### src/rtl/kbd_queue.sv
// Keyboard event FIFO with a registered CPU read word and a non-empty interrupt.
// Optional feature: define KBD_QUEUE_DROP_COUNT_EN to report a saturating dropped-event count in bits [29:24].
package kbd_queue_pkg;
    localparam int unsigned EVENT_W = 10;
    typedef logic [EVENT_W-1:0] kbd_event_t;
endpackage

module kbd_queue
    import kbd_queue_pkg::*;
#(
    parameter int unsigned DEPTH = 16
) (
    input  logic        clk_i,
    input  logic        reset_n_i,
    input  kbd_event_t  event_i,
    input  logic        valid_i,
    input  logic        pop_i,
    input  logic        clear_i,
    output logic [31:0] read_data_o,
    output logic        irq_o
);

    localparam int unsigned AW = $clog2(DEPTH);
    localparam int unsigned PW = AW + 1;

    kbd_event_t    mem [DEPTH];

    logic [PW-1:0] wr_q, rd_q;
    logic [PW-1:0] wr_d, rd_d;
    logic [PW-1:0] count_d;
    logic          ovf_q, ovf_d;
    logic          empty, full;
    logic          do_push, do_pop, drop;
    logic          ne_d;
    kbd_event_t    head_d;
    logic [5:0]    drop_field;
    logic [31:0]   word_d;

    // Next pointer/flag state; the pop is evaluated before the push so a full queue can accept both.
    always_comb begin
        empty   = (wr_q == rd_q);
        full    = ((wr_q ^ rd_q) == {1'b1, {AW{1'b0}}});
        do_pop  = pop_i && !empty;
        do_push = valid_i && (!full || do_pop) && !clear_i;
        drop    = valid_i && full && !do_pop && !clear_i;
        wr_d    = wr_q + PW'(do_push);
        rd_d    = rd_q + PW'(do_pop);
        ovf_d   = ovf_q || drop;
        if (clear_i) begin
            wr_d  = '0;
            rd_d  = '0;
            ovf_d = 1'b0;
        end
    end

    // Head of the post-update queue; bypass the write when the new entry lands at the head slot.
    always_comb begin
        count_d = wr_d - rd_d;
        ne_d    = (wr_d != rd_d);
        head_d  = '0;
        if (ne_d) begin
            if (do_push && (rd_d[AW-1:0] == wr_q[AW-1:0])) begin
                head_d = event_i;
            end else begin
                head_d = mem[rd_d[AW-1:0]];
            end
        end
    end

`ifdef KBD_QUEUE_DROP_COUNT_EN
    logic [7:0] drop_cnt_q, drop_cnt_d;

    always_comb begin
        drop_cnt_d = drop_cnt_q;
        if (clear_i) begin
            drop_cnt_d = '0;
        end else if (drop && (drop_cnt_q != 8'hFF)) begin
            drop_cnt_d = drop_cnt_q + 8'd1;
        end
        drop_field = (|drop_cnt_d[7:6]) ? 6'h3F : drop_cnt_d[5:0];
    end

    always_ff @(posedge clk_i or negedge reset_n_i) begin
        if (!reset_n_i) begin
            drop_cnt_q <= '0;
        end else begin
            drop_cnt_q <= drop_cnt_d;
        end
    end
`else
    always_comb begin
        drop_field = 6'd0;
    end
`endif

    always_comb begin
        word_d = {ne_d, ovf_d, drop_field, 8'(count_d), 6'd0, head_d};
    end

    // Storage is intentionally left unreset.
    always_ff @(posedge clk_i) begin
        if (do_push) begin
            mem[wr_q[AW-1:0]] <= event_i;
        end
    end

    always_ff @(posedge clk_i or negedge reset_n_i) begin
        if (!reset_n_i) begin
            wr_q        <= '0;
            rd_q        <= '0;
            ovf_q       <= 1'b0;
            read_data_o <= 32'h0;
            irq_o       <= 1'b0;
        end else begin
            wr_q        <= wr_d;
            rd_q        <= rd_d;
            ovf_q       <= ovf_d;
            read_data_o <= word_d;
            irq_o       <= ne_d;
        end
    end

endmodule

### config.mk
export PLATFORM = sky130hd
export DESIGN_NAME = kbd_queue
export DESIGN_NICKNAME = d
export VERILOG_FILES = /design/src/rtl/kbd_queue.sv
export SDC_FILE = /design/constraint.sdc
export NUM_CORES = 1
export LEC_CHECK = 0
export CAP_MARGIN = 25
export CORE_MARGIN = 3
export CORE_UTILIZATION = 53
export DETAILED_ROUTE_END_ITERATION = 6
export MAX_ROUTING_LAYER = met4
export PLACE_DENSITY = 0.81
export SLEW_MARGIN = 20
export SYNTH_ARGS = -nofsm -noshare
export SYNTH_HDL_FRONTEND = slang
export SYNTH_SLANG_ARGS = --single-unit
### constraint.sdc
create_clock -name clk_i -period 3.2 [get_ports clk_i]
set_input_delay 0.48 -clock clk_i [delete_from_list [all_inputs] [get_ports clk_i]]
set_output_delay 0.48 -clock clk_i [all_outputs]
set_load 0.05 [all_outputs]
==> impl_metrics.json, run 1 <==
{
  "die_area_mm2": 0.0165,
  "grt_pass1_vias": 4813,
  "skew_ps": 11.3,
  "route.vias.total": 4982,
  "cts.clk_slew.worst_paths_ps": 70,
  "whs_ps": 425,
  "final-setup-viol-count": 0,
  "fillers": 980,
  "arrival_ps": 3320,
  "ir_drop_mv": 0.425,
  "yosysTopAreaCell": "edfxtp_1",
  "post-route-util_pct": 63.6,
  "die_x_um": 128,
  "die_h_um": 128,
  "ant_nets": 0,
  "finalCritPeriodShare_pct": 93.3,
  "avgSynthCellArea_um2": 13.7,
  "cp_slowest_cell": "dfrtp_1",
  "gp_routability_congestion": 0.958,
  "cts_tree": "built",
  "relSlewSlack_pct": 29.5,
  "path_max_fanout": 20,
  "place_inst": 802,
  "antenna_found_initial": 0,
  "max_freq_mhz": 335,
  "io-pin-count": 48,
  "root_buffer": "clkbuf_16",
  "synth_edf_count": 160,
  "required_ps": 3540,
  "status": "completed",
  "power_mw": 6.03,
  "instances_no_fill": 838,
  "drtIter0Drc": 708,
  "cap_violations": 0,
  "cts_made_buffers": 17,
  "leakagePower_nw": 3.45,
  "syn-instance-count": 582,
  "drc": 0,
  "antenna_cells": 0,
  "core_mm2": 0.0146,
  "worstSetupStartpointType": "flop",
  "hold_violations": 0,
  "drive_above_1_share_pct": 14.8,
  "cp-end-kind": "flop",
  "portBuffers": 32,
  "clockBufferDepth": 2,
  "critPathMaxStageDelay_ps": 430,
  "clkSinkCount": 187,
  "grt_max_degree": 49,
  "hp-class": "input pin to asynchronous set/reset pin",
  "synth_top_area_share_pct": 60.5,
  "routed_wl_um": 17600,
  "ys_seq_area_share_pct": 69.0,
  "async_reset_ff_share_pct": 14.4,
  "final_net_count": 665,
  "overflow": 0,
  "yosysWarnings": 0,
  "grt_first_pass_wirelength_um": 27300,
  "rsz0062_at_grt": "false",
  "start_util_pct": 54.5,
  "track_usage_pct": 23.0,
  "tightest_slew_ps": 1050,
  "yosys-top-cells-area": "edfxtp_1 (60%), dfrtp_1 (8.5%), nand2_1 (4.3%)",
  "rows": 44,
  "drt-wirelength-per-cell_um": 21.0,
  "htreeDepth": 4,
  "dp_hpwl_um": 11100,
  "drt_pass1_iterations": 5,
  "synthFlopType": "edfxtp_1",
  "clk_latency_ps": 440,
  "synth.distinct_cells": 45,
  "ys_seq_elements": 187,
  "cts-hold-fix-buffers": 0,
  "cts_setup_buffers": 0,
  "p_per_area_mw_per_mm2": 650,
  "syn_area_mm2": 0.00795,
  "synth_most_common_cell": "edfxtp_1",
  "area_delta_synth_final_pct": 16.8,
  "crit_chain": "xnor2_1 -> nand4_2 -> inv_1 -> a21boi_0 -> ha_2 -> nand2b_1 -> clkinv_4 -> xnor2_1 -> nand2_1 -> nor4_4 -> buf_12 -> nand2_1 -> a21oi_1",
  "yosys-top-cells-count": "edfxtp_1 (160), nand2_1 (92), a21oi_1 (38)",
  "period_minus_slack_ps": 2980,
  "drv_slew": 0,
  "critical_path_class": "flop to flop",
  "viasPerCell": 5.95
}
[kinds of logic (layout without fill, tap and decap cells)]
logic type               count (synthesis)  in the layout  synth area share (%)
XOR/XNOR                                18             18                  2.27
adder cells (fa/ha/maj)                  9              9                  1.51
flip-flops                             187            187                  69.0
multiplexers                            32             32                  4.09
AO/OA/AOI/OAI                           97             97                  8.39
buffers and inverters                   68            126                  4.95
AND/OR/NAND/NOR                        170            170                  9.76
other                                    1             15                0.0472
[layout by cell type (no fill, tap or decap), types with 3 or more instances in the layout]
| cell type | instances |
|---|---|
| a211o_1 | 10 |
| a21oi_1 | 37 |
| mux2i_1 | 31 |
| edfxtp_1 | 160 |
| buf_4 | 44 |
| nand2_1 | 92 |
| clkbuf_16 | 17 |
| a21oi_2 | 3 |
| buf_12 | 5 |
| clkbuf_1 | 4 |
| a31oi_1 | 8 |
| xor2_1 | 4 |
| a211oi_1 | 10 |
| nor2b_1 | 10 |
| nor3_1 | 4 |
| nand3_1 | 32 |
| a221oi_1 | 9 |
| xnor2_1 | 11 |
| dfrtp_1 | 27 |
| bufinv_16 | 3 |
| nor4_2 | 3 |
| clkinv_4 | 3 |
| conb_1 | 15 |
| inv_1 | 10 |
| a22oi_1 | 9 |
| nor2_1 | 16 |
| clkdlybuf4s50_1 | 32 |
| xnor2_2 | 3 |
| ha_1 | 7 |
[registers in the layout, indices dropped and copies added, names as in the netlist]
register / count
wr_q: 5
read_data_o: 17
mem: 160
rd_q: 5
[repair_timing]
action / CTS / global route
setup endpoints to repair: 0 / 8
hold endpoints to repair: 0 / 0
resized for setup: 0 / 8
[per-stage QoR]
step / setup slack, ps / TNS, ps / instance area [um^2]
floorplan: 135 / 0 / 8000
global placement: -4.94 / -5.19 / 8640
detailed placement: -111 / -410 / 8640
CTS: 94.8 / 0 / 9220
global route: 3.06 / 0 / 9280
finish: 215 / 0 / 9280
[final timing paths]
path                                      startpoint                         to  slack, ps  cells after the start
setup / recovery                   rd_q[2]$_DFF_PN0_   read_data_o[4]$_DFF_PN0_        220                     13
max in group asynchronous                  reset_n_i          wr_q[2]$_DFF_PN0_       2510                      2
hold / removal                             reset_n_i  read_data_o[30]$_DFF_PN0_        430                      2
setup reg to reg                   rd_q[2]$_DFF_PN0_   read_data_o[4]$_DFF_PN0_        220                     13
min in group clk_i         read_data_o[30]$_DFF_PN0_  read_data_o[30]$_DFF_PN0_        490                      2
hold reg to reg            read_data_o[30]$_DFF_PN0_  read_data_o[30]$_DFF_PN0_        490                      2
[where the power goes]
group / internal, mW / total (mW) / leakage, nW / switching [mW]
registers: 2.71 / 2.74 / 1.81 / 0.0277
logic: 0.431 / 1.18 / 1.36 / 0.753
clock network: 1.23 / 2.11 / 0.282 / 0.877
total: 4.37 / 6.03 / 3.45 / 1.66
[layer usage]
metal  up-vias  track usage (%)  wire length, um
met1      2423             29.8             6920
met5         -                -                0
met2       272             34.8             8490
li1       2227                -                -
met4         0             10.7              688
met3        60             5.23             1500
[final cells by class]
| class | count | area, um^2 | area share (%) |
|---|---|---|---|
| sequential | 187 | 5480 | 59.1 |
| multi-input combinational | 341 | 2170 | 23.4 |
| timing repair buffer | 81 | 751 | 8.09 |
| clock buffer | 21 | 440 | 4.75 |
| tap | 184 | 230 | 2.48 |
| clock inverter | 11 | 144 | 1.55 |
| inverter | 13 | 58.8 | 0.634 |
[critical path, delay by kind of cell (launching register included)]
| kind | cells | cell delay, ps |
|---|---|---|
| xor+xnor | 2 | 350 |
| simple gates | 5 | 870 |
| compound gates | 2 | 460 |
| flops | 1 | 430 |
| buf+inv | 3 | 430 |
| fa+ha+maj | 1 | 350 |
No activity file was read; power rests on OpenSTA's default activity.
==> run 2: changes to the inputs <==
--- a/config.mk
+++ b/config.mk
@@ -10,8 +10,9 @@
 export CORE_UTILIZATION = 53
 export DETAILED_ROUTE_END_ITERATION = 6
 export MAX_ROUTING_LAYER = met4
-export PLACE_DENSITY = 0.81
+export PLACE_DENSITY = 0.72
 export SLEW_MARGIN = 20
 export SYNTH_ARGS = -nofsm -noshare
 export SYNTH_HDL_FRONTEND = slang
 export SYNTH_SLANG_ARGS = --single-unit
+export TNS_END_PERCENT = 1
==> run 2 against run 1 <==
Effect of this change: final area up 0.26%; highest routed layer unchanged; critical endpoint unchanged; largest power group unchanged; setup slack improved by 48 ps; sequential power hardly changed; non-clock buffer count fell by 2; die area stayed put; routed wire length hardly changed; global-route usage up 0.34 points; critical path depth unchanged; largest cell class unchanged; via count down 1.4%; maximum frequency is 1.6% higher; register-to-register slack better by 50 ps; total power is essentially flat.
==> impl_metrics.json, run 2 (synthesized netlist as in run 1, its figures left out) <==
{
  "status": "completed",
  "cp-end-kind": "flop",
  "leakagePower_nw": 3.45,
  "cap_violations": 0,
  "drive_above_1_share_pct": 15.2,
  "rsz0062_at_grt": "false",
  "max_freq_mhz": 341,
  "drt-wirelength-per-cell_um": 21.1,
  "critPathMaxStageDelay_ps": 440,
  "relSlewSlack_pct": 51.7,
  "final_cell_area_mm2": 0.00930,
  "arrival_ps": 3290,
  "drv_slew": 0,
  "root_buffer": "clkbuf_16",
  "p_per_area_mw_per_mm2": 648,
  "cts_tree": "built",
  "path_max_fanout": 11,
  "grt_max_degree": 41,
  "place_area_mm2": 0.00869,
  "die_area_mm2": 0.0165,
  "die_h_um": 128,
  "area_delta_synth_final_pct": 17.1,
  "place_ws_ps": -31.2,
  "track_usage_pct": 23.3,
  "io-pin-count": 48,
  "antenna_cells": 0,
  "required_ps": 3550,
  "gp_routability_congestion": 0.830,
  "fin_tns_setup_ps": 0,
  "final-setup-viol-count": 0,
  "period_minus_slack_ps": 2940,
  "finalCritPeriodShare_pct": 91.8,
  "drt_pass1_iterations": 5,
  "final_net_count": 663,
  "cts.clk_slew.worst_paths_ps": 60,
  "drtIter0Drc": 561,
  "grt_pass1_vias": 4949,
  "routed_wl_um": 17600,
  "core_mm2": 0.0146,
  "clkSinkCount": 187,
  "clockBufferDepth": 2,
  "clk_latency_ps": 430,
  "worst_path_dominant_cell_family": "adder cells",
  "grt_first_pass_wirelength_um": 27500,
  "place_inst": 804,
  "largest_reg_flops": 160,
  "instances_no_fill": 835,
  "drc": 0,
  "final_cell_mix": "edfxtp_1 (160), nand2_1 (92), a21oi_1 (38)",
  "layout_setup_ws_ps": 264,
  "viasPerCell": 5.89,
  "antenna_found_initial": 0,
  "hp-class": "input pin to asynchronous set/reset pin",
  "path_common_cell": "ha_1",
  "ir_drop_mv": 0.620,
  "rows": 44,
  "htreeDepth": 4,
  "tightest_slew_ps": 724,
  "skew_ps": 7.44,
  "cts_setup_buffers": 0,
  "cts_made_buffers": 17,
  "post-route-util_pct": 63.8,
  "layout_commonest_cell": "edfxtp_1",
  "hold_violations": 0,
  "start_util_pct": 54.5,
  "overflow": 0,
  "die_x_um": 128,
  "ant_nets": 0,
  "worstSetupStartpointType": "flop",
  "route.vias.total": 4914,
  "critical_path_class": "flop to flop",
  "dp_hpwl_um": 11400,
  "crit_chain": "xnor2_1 -> nand4_2 -> o311ai_4 -> inv_1 -> ha_1 -> ha_1 -> xnor2_1 -> nor2_1 -> ha_1 -> and4_1 -> and2_1 -> buf_12 -> a21oi_1",
  "crit_buf_inv": 2,
  "cp_slowest_cell": "dfrtp_1",
  "portBuffers": 32
}
==> run 2: changes by cell type in the layout (fill, tap and decap cells not counted), sizes merged <==
| cell | delta |
|---|---|
| buf | -2 |
| clkinv | -2 |
| bufinv | -1 |
| clkbuf | +1 |
| inv | +1 |
==> run 2: power by group <==
| part | total, mW | switching [mW] | internal, mW |
|---|---|---|---|
| Combinational | 1.21 | 0.759 | 0.455 |
| Clock | 2.08 | 0.862 | 1.21 |
| Sequential | 2.74 | 0.0271 | 2.71 |
==> run 2: path summary, 6_finish.rpt <==
check	startpoint	end	slack, ps	cells past startpoint
worst max-delay path	rd_q[2]$_DFF_PN0_	read_data_o[4]$_DFF_PN0_	260	13
worst min-delay path	reset_n_i	wr_q[0]$_DFF_PN0_	440	2
worst max register to register	rd_q[2]$_DFF_PN0_	read_data_o[4]$_DFF_PN0_	260	13
worst min register to register	read_data_o[30]$_DFF_PN0_	read_data_o[30]$_DFF_PN0_	510	2
max in group asynchronous	reset_n_i	read_data_o[31]$_DFF_PN0_	2480	2
min in group clk_i	read_data_o[30]$_DFF_PN0_	read_data_o[30]$_DFF_PN0_	510	2
==> run 2: cell type report <==
class,instances,area [um^2]
sequential,187,5480
fill,1073,5290
multi-input combinational,341,2170
timing repair buffer,79,772
clock buffer,22,474
tap,184,230
clock inverter,9,114
inverter,13,58.8
==> run 2: worst reg2reg max path: stages (launching register included) <==
cell,delay [ps]
dfrtp_1,440
xnor2_1,200
nand4_2,180
o311ai_4,280
inv_1,90
ha_1,210
ha_1,210
xnor2_1,140
nor2_1,80
ha_1,360
and4_1,200
and2_1,180
buf_12,150
a21oi_1,140
==> run 2: what timing repair did <==
action                                  in CTS  in global routing
hold buffers                                 0                  0
gates resized for setup                      0                  7
endpoints found under the setup margin       0                  5
==> run 2: metrics by stage <==
step           hold WS (ps)  total power [mW]
3_3_place_gp            486              3.97
5_1_grt                 461              6.25
3_5_place_dp            516              4.00
4_1_cts                 442              6.05
2_1_floorplan           184              3.59
6_report                437              6.03
==> run 2: metal layers <==
layer / track usage [%] / part of all wire (%) / up-vias
met4: 9.18 / 2.6 / 0
met3: 5.69 / 7.1 / 34
met1: 30.3 / 42 / 2439
li1: - / - / 2222
met5: - / 0 / -
met2: 35.8 / 48 / 219
==> run 3: changes to the inputs <==
--- a/config.mk
+++ b/config.mk
@@ -6,12 +6,12 @@
 export NUM_CORES = 1
 export LEC_CHECK = 0
 export CAP_MARGIN = 25
-export CORE_MARGIN = 3
+export CORE_MARGIN = 4
 export CORE_UTILIZATION = 53
 export DETAILED_ROUTE_END_ITERATION = 6
 export MAX_ROUTING_LAYER = met4
 export PLACE_DENSITY = 0.72
-export SLEW_MARGIN = 20
+export SLEW_MARGIN = 30
 export SYNTH_ARGS = -nofsm -noshare
 export SYNTH_HDL_FRONTEND = slang
 export SYNTH_SLANG_ARGS = --single-unit
==> run 3 against run 2 <==
Effect of this change: routed wire length is 3.3% lower; sequential share of layout area is 0.16 points higher; setup slack worse by 78 ps; global-route usage is 1.7 points lower; die area is 3.1% higher; worst hold slack hardly changed; highest routed layer unchanged; critical path depth is 1 lower; clock power is 2% lower; cell count stayed put; register-to-register slack worse by 80 ps.
==> impl_metrics.json, run 3 (synthesized netlist as in run 1, its figures left out) <==
{
  "status": "completed",
  "final_net_count": 662,
  "grt_pass1_vias": 4761,
  "track_usage_pct": 21.7,
  "layout_commonest_cell": "edfxtp_1",
  "drc": 0,
  "largest_reg_flops": 160,
  "max_freq_mhz": 332,
  "die_area_mm2": 0.0170,
  "final_cell_area_mm2": 0.00928,
  "overflow": 0,
  "wl_met2_um": 8560,
  "relSlewSlack_pct": 49.9,
  "antenna_found_initial": 0,
  "hold_violations": 0,
  "worstSetupStartpointType": "flop",
  "final-setup-viol-count": 0,
  "core_mm2": 0.0146,
  "start_util_pct": 54.5,
  "clkSinkCount": 187,
  "cap_violations": 0,
  "tightest_slew_ps": 750,
  "dp_hpwl_um": 11000,
  "arrival_ps": 3360,
  "clk_latency_ps": 430,
  "gp_routability_congestion": 0.826,
  "leakagePower_nw": 3.44,
  "portBuffers": 32,
  "highest_layer": "met4",
  "reg2reg_setup_slack_ps": 190,
  "die_h_um": 130,
  "ant_nets": 0,
  "antenna_cells": 0,
  "drive_above_1_share_pct": 15.7,
  "finalCritPeriodShare_pct": 94.2,
  "clock_power_share_pct": 33.9,
  "cts_made_buffers": 17,
  "area_delta_synth_final_pct": 16.8,
  "clockBufferDepth": 2,
  "met1Wirelength_um": 6970,
  "cp-end-kind": "flop",
  "cts_tree": "built",
  "skew_ps": 12.4,
  "critical_path_class": "flop to flop",
  "fillers": 1043,
  "p_int_mw": 4.26,
  "path_max_fanout": 20,
  "drv_slew": 0,
  "die_x_um": 130,
  "htreeDepth": 4,
  "switchingPower_mw": 1.72,
  "hp-class": "input pin to asynchronous set/reset pin",
  "root_buffer": "clkbuf_16",
  "rows": 44,
  "final_cell_mix": "edfxtp_1 (160), nand2_1 (92), buf_4 (39)",
  "io-pin-count": 48,
  "drt-wirelength-per-cell_um": 20.4,
  "grt_max_degree": 31,
  "drt_pass1_iterations": 5,
  "viasPerCell": 5.66,
  "wl_met3_um": 1100,
  "place_area_mm2": 0.00868,
  "ir_drop_mv": 0.529,
  "p_sw_share_pct": 28.7,
  "grt_first_pass_wirelength_um": 26300,
  "pwr-share-comb_pct": 20.2,
  "route.vias.total": 4730,
  "period_minus_slack_ps": 3010,
  "rsz0062_at_grt": "false",
  "p_per_area_mw_per_mm2": 644,
  "whs_ps": 437,
  "required_ps": 3540,
  "cts.clk_slew.worst_paths_ps": 70,
  "drtIter0Drc": 424,
  "cts-hold-fix-buffers": 0,
  "pwr-share-seq_pct": 45.9,
  "post-route-util_pct": 63.6,
  "routed_wl_um": 17000
}
[run 3: cell count changes in the layout (fill, tap and decap cells not counted), moves of 2 or more]
cell      previous run  this run
nor2_2               3         6
buf_6                3         0
inv_4                2         0
nor2_1              13        10
clkbuf_8             3         0
inv_2                0         2
clkinv_8             0         2
inv_6                1         3
buf_4               37        39
clkbuf_1             2         0
[run 3: cell type report]
type	instances	area [um^2]	area share (%)
Sequential cell	187	5480	59.1
Tap cell	184	230	2.48
Clock buffer	17	425	4.59
Clock inverter	15	158	1.70
Timing Repair Buffer	78	753	8.12
Inverter	13	53.8	0.580
Multi-Input combinational cell	341	2180	23.5
[run 3: layer usage]
layer  up-vias  global-route usage, %
li1       2229                      -
met1      2300                   27.7
met2       173                   35.3
met3        28                   4.51
met4         0                   6.65
met5         -                      -
[run 3: worst max-delay path, cell delays in order, from the launching register on]
cell and delay, ps:
dfrtp_1 430, xnor2_1 190, nand4_2 180, inv_1 90, a21boi_0 90, ha_2 360, buf_4 350, buf_4 310
mux2i_1 110, a21oi_1 190, a22oi_1 100, a211o_1 310, a21oi_1 190
[run 3: through the flow]
stage | setup WS [ps] | setup TNS (ps) | power (mW) | cells
6_report | 185 | 0 | 5.98 | 835
5_1_grt | 0.711 | 0 | 6.20 | 835
4_1_cts | 148 | 0 | 6.01 | 835
3_5_place_dp | -41.8 | -41.8 | 4.00 | 803
3_3_place_gp | 93.3 | 0 | 3.98 | 803
2_1_floorplan | 135 | 0 | 3.59 | 596
[run 3: worst paths after layout]
| kind | startpoint | end | cells after the start |
|---|---|---|---|
| max reg2reg | rd_q[2]$_DFF_PN0_ | read_data_o[7]$_DFF_PN0_ | 12 |
| min | reset_n_i | read_data_o[30]$_DFF_PN0_ | 2 |
| max | rd_q[2]$_DFF_PN0_ | read_data_o[7]$_DFF_PN0_ | 12 |
| min in group clk_i | read_data_o[30]$_DFF_PN0_ | read_data_o[30]$_DFF_PN0_ | 2 |
| min reg2reg | read_data_o[30]$_DFF_PN0_ | read_data_o[30]$_DFF_PN0_ | 2 |
| max in group asynchronous | reset_n_i | read_data_o[1]$_DFF_PN0_ | 2 |
[run 3: repair_timing]
item	CTS	global route
endpoints found under the hold margin	0	0
setup buffers	0	0
endpoints found under the setup margin	0	10
gates resized for setup	0	2
[run 3: power by group through the flow]
stage          clock (mW)  sequential [mW]  combinational, mW
6_report             2.03             2.74               1.21
5_1_grt              2.16             2.75               1.29
4_1_cts              2.05             2.74               1.21
3_5_place_dp            0             2.80               1.20
3_3_place_gp            0             2.79               1.18
2_1_floorplan           0             2.96              0.635
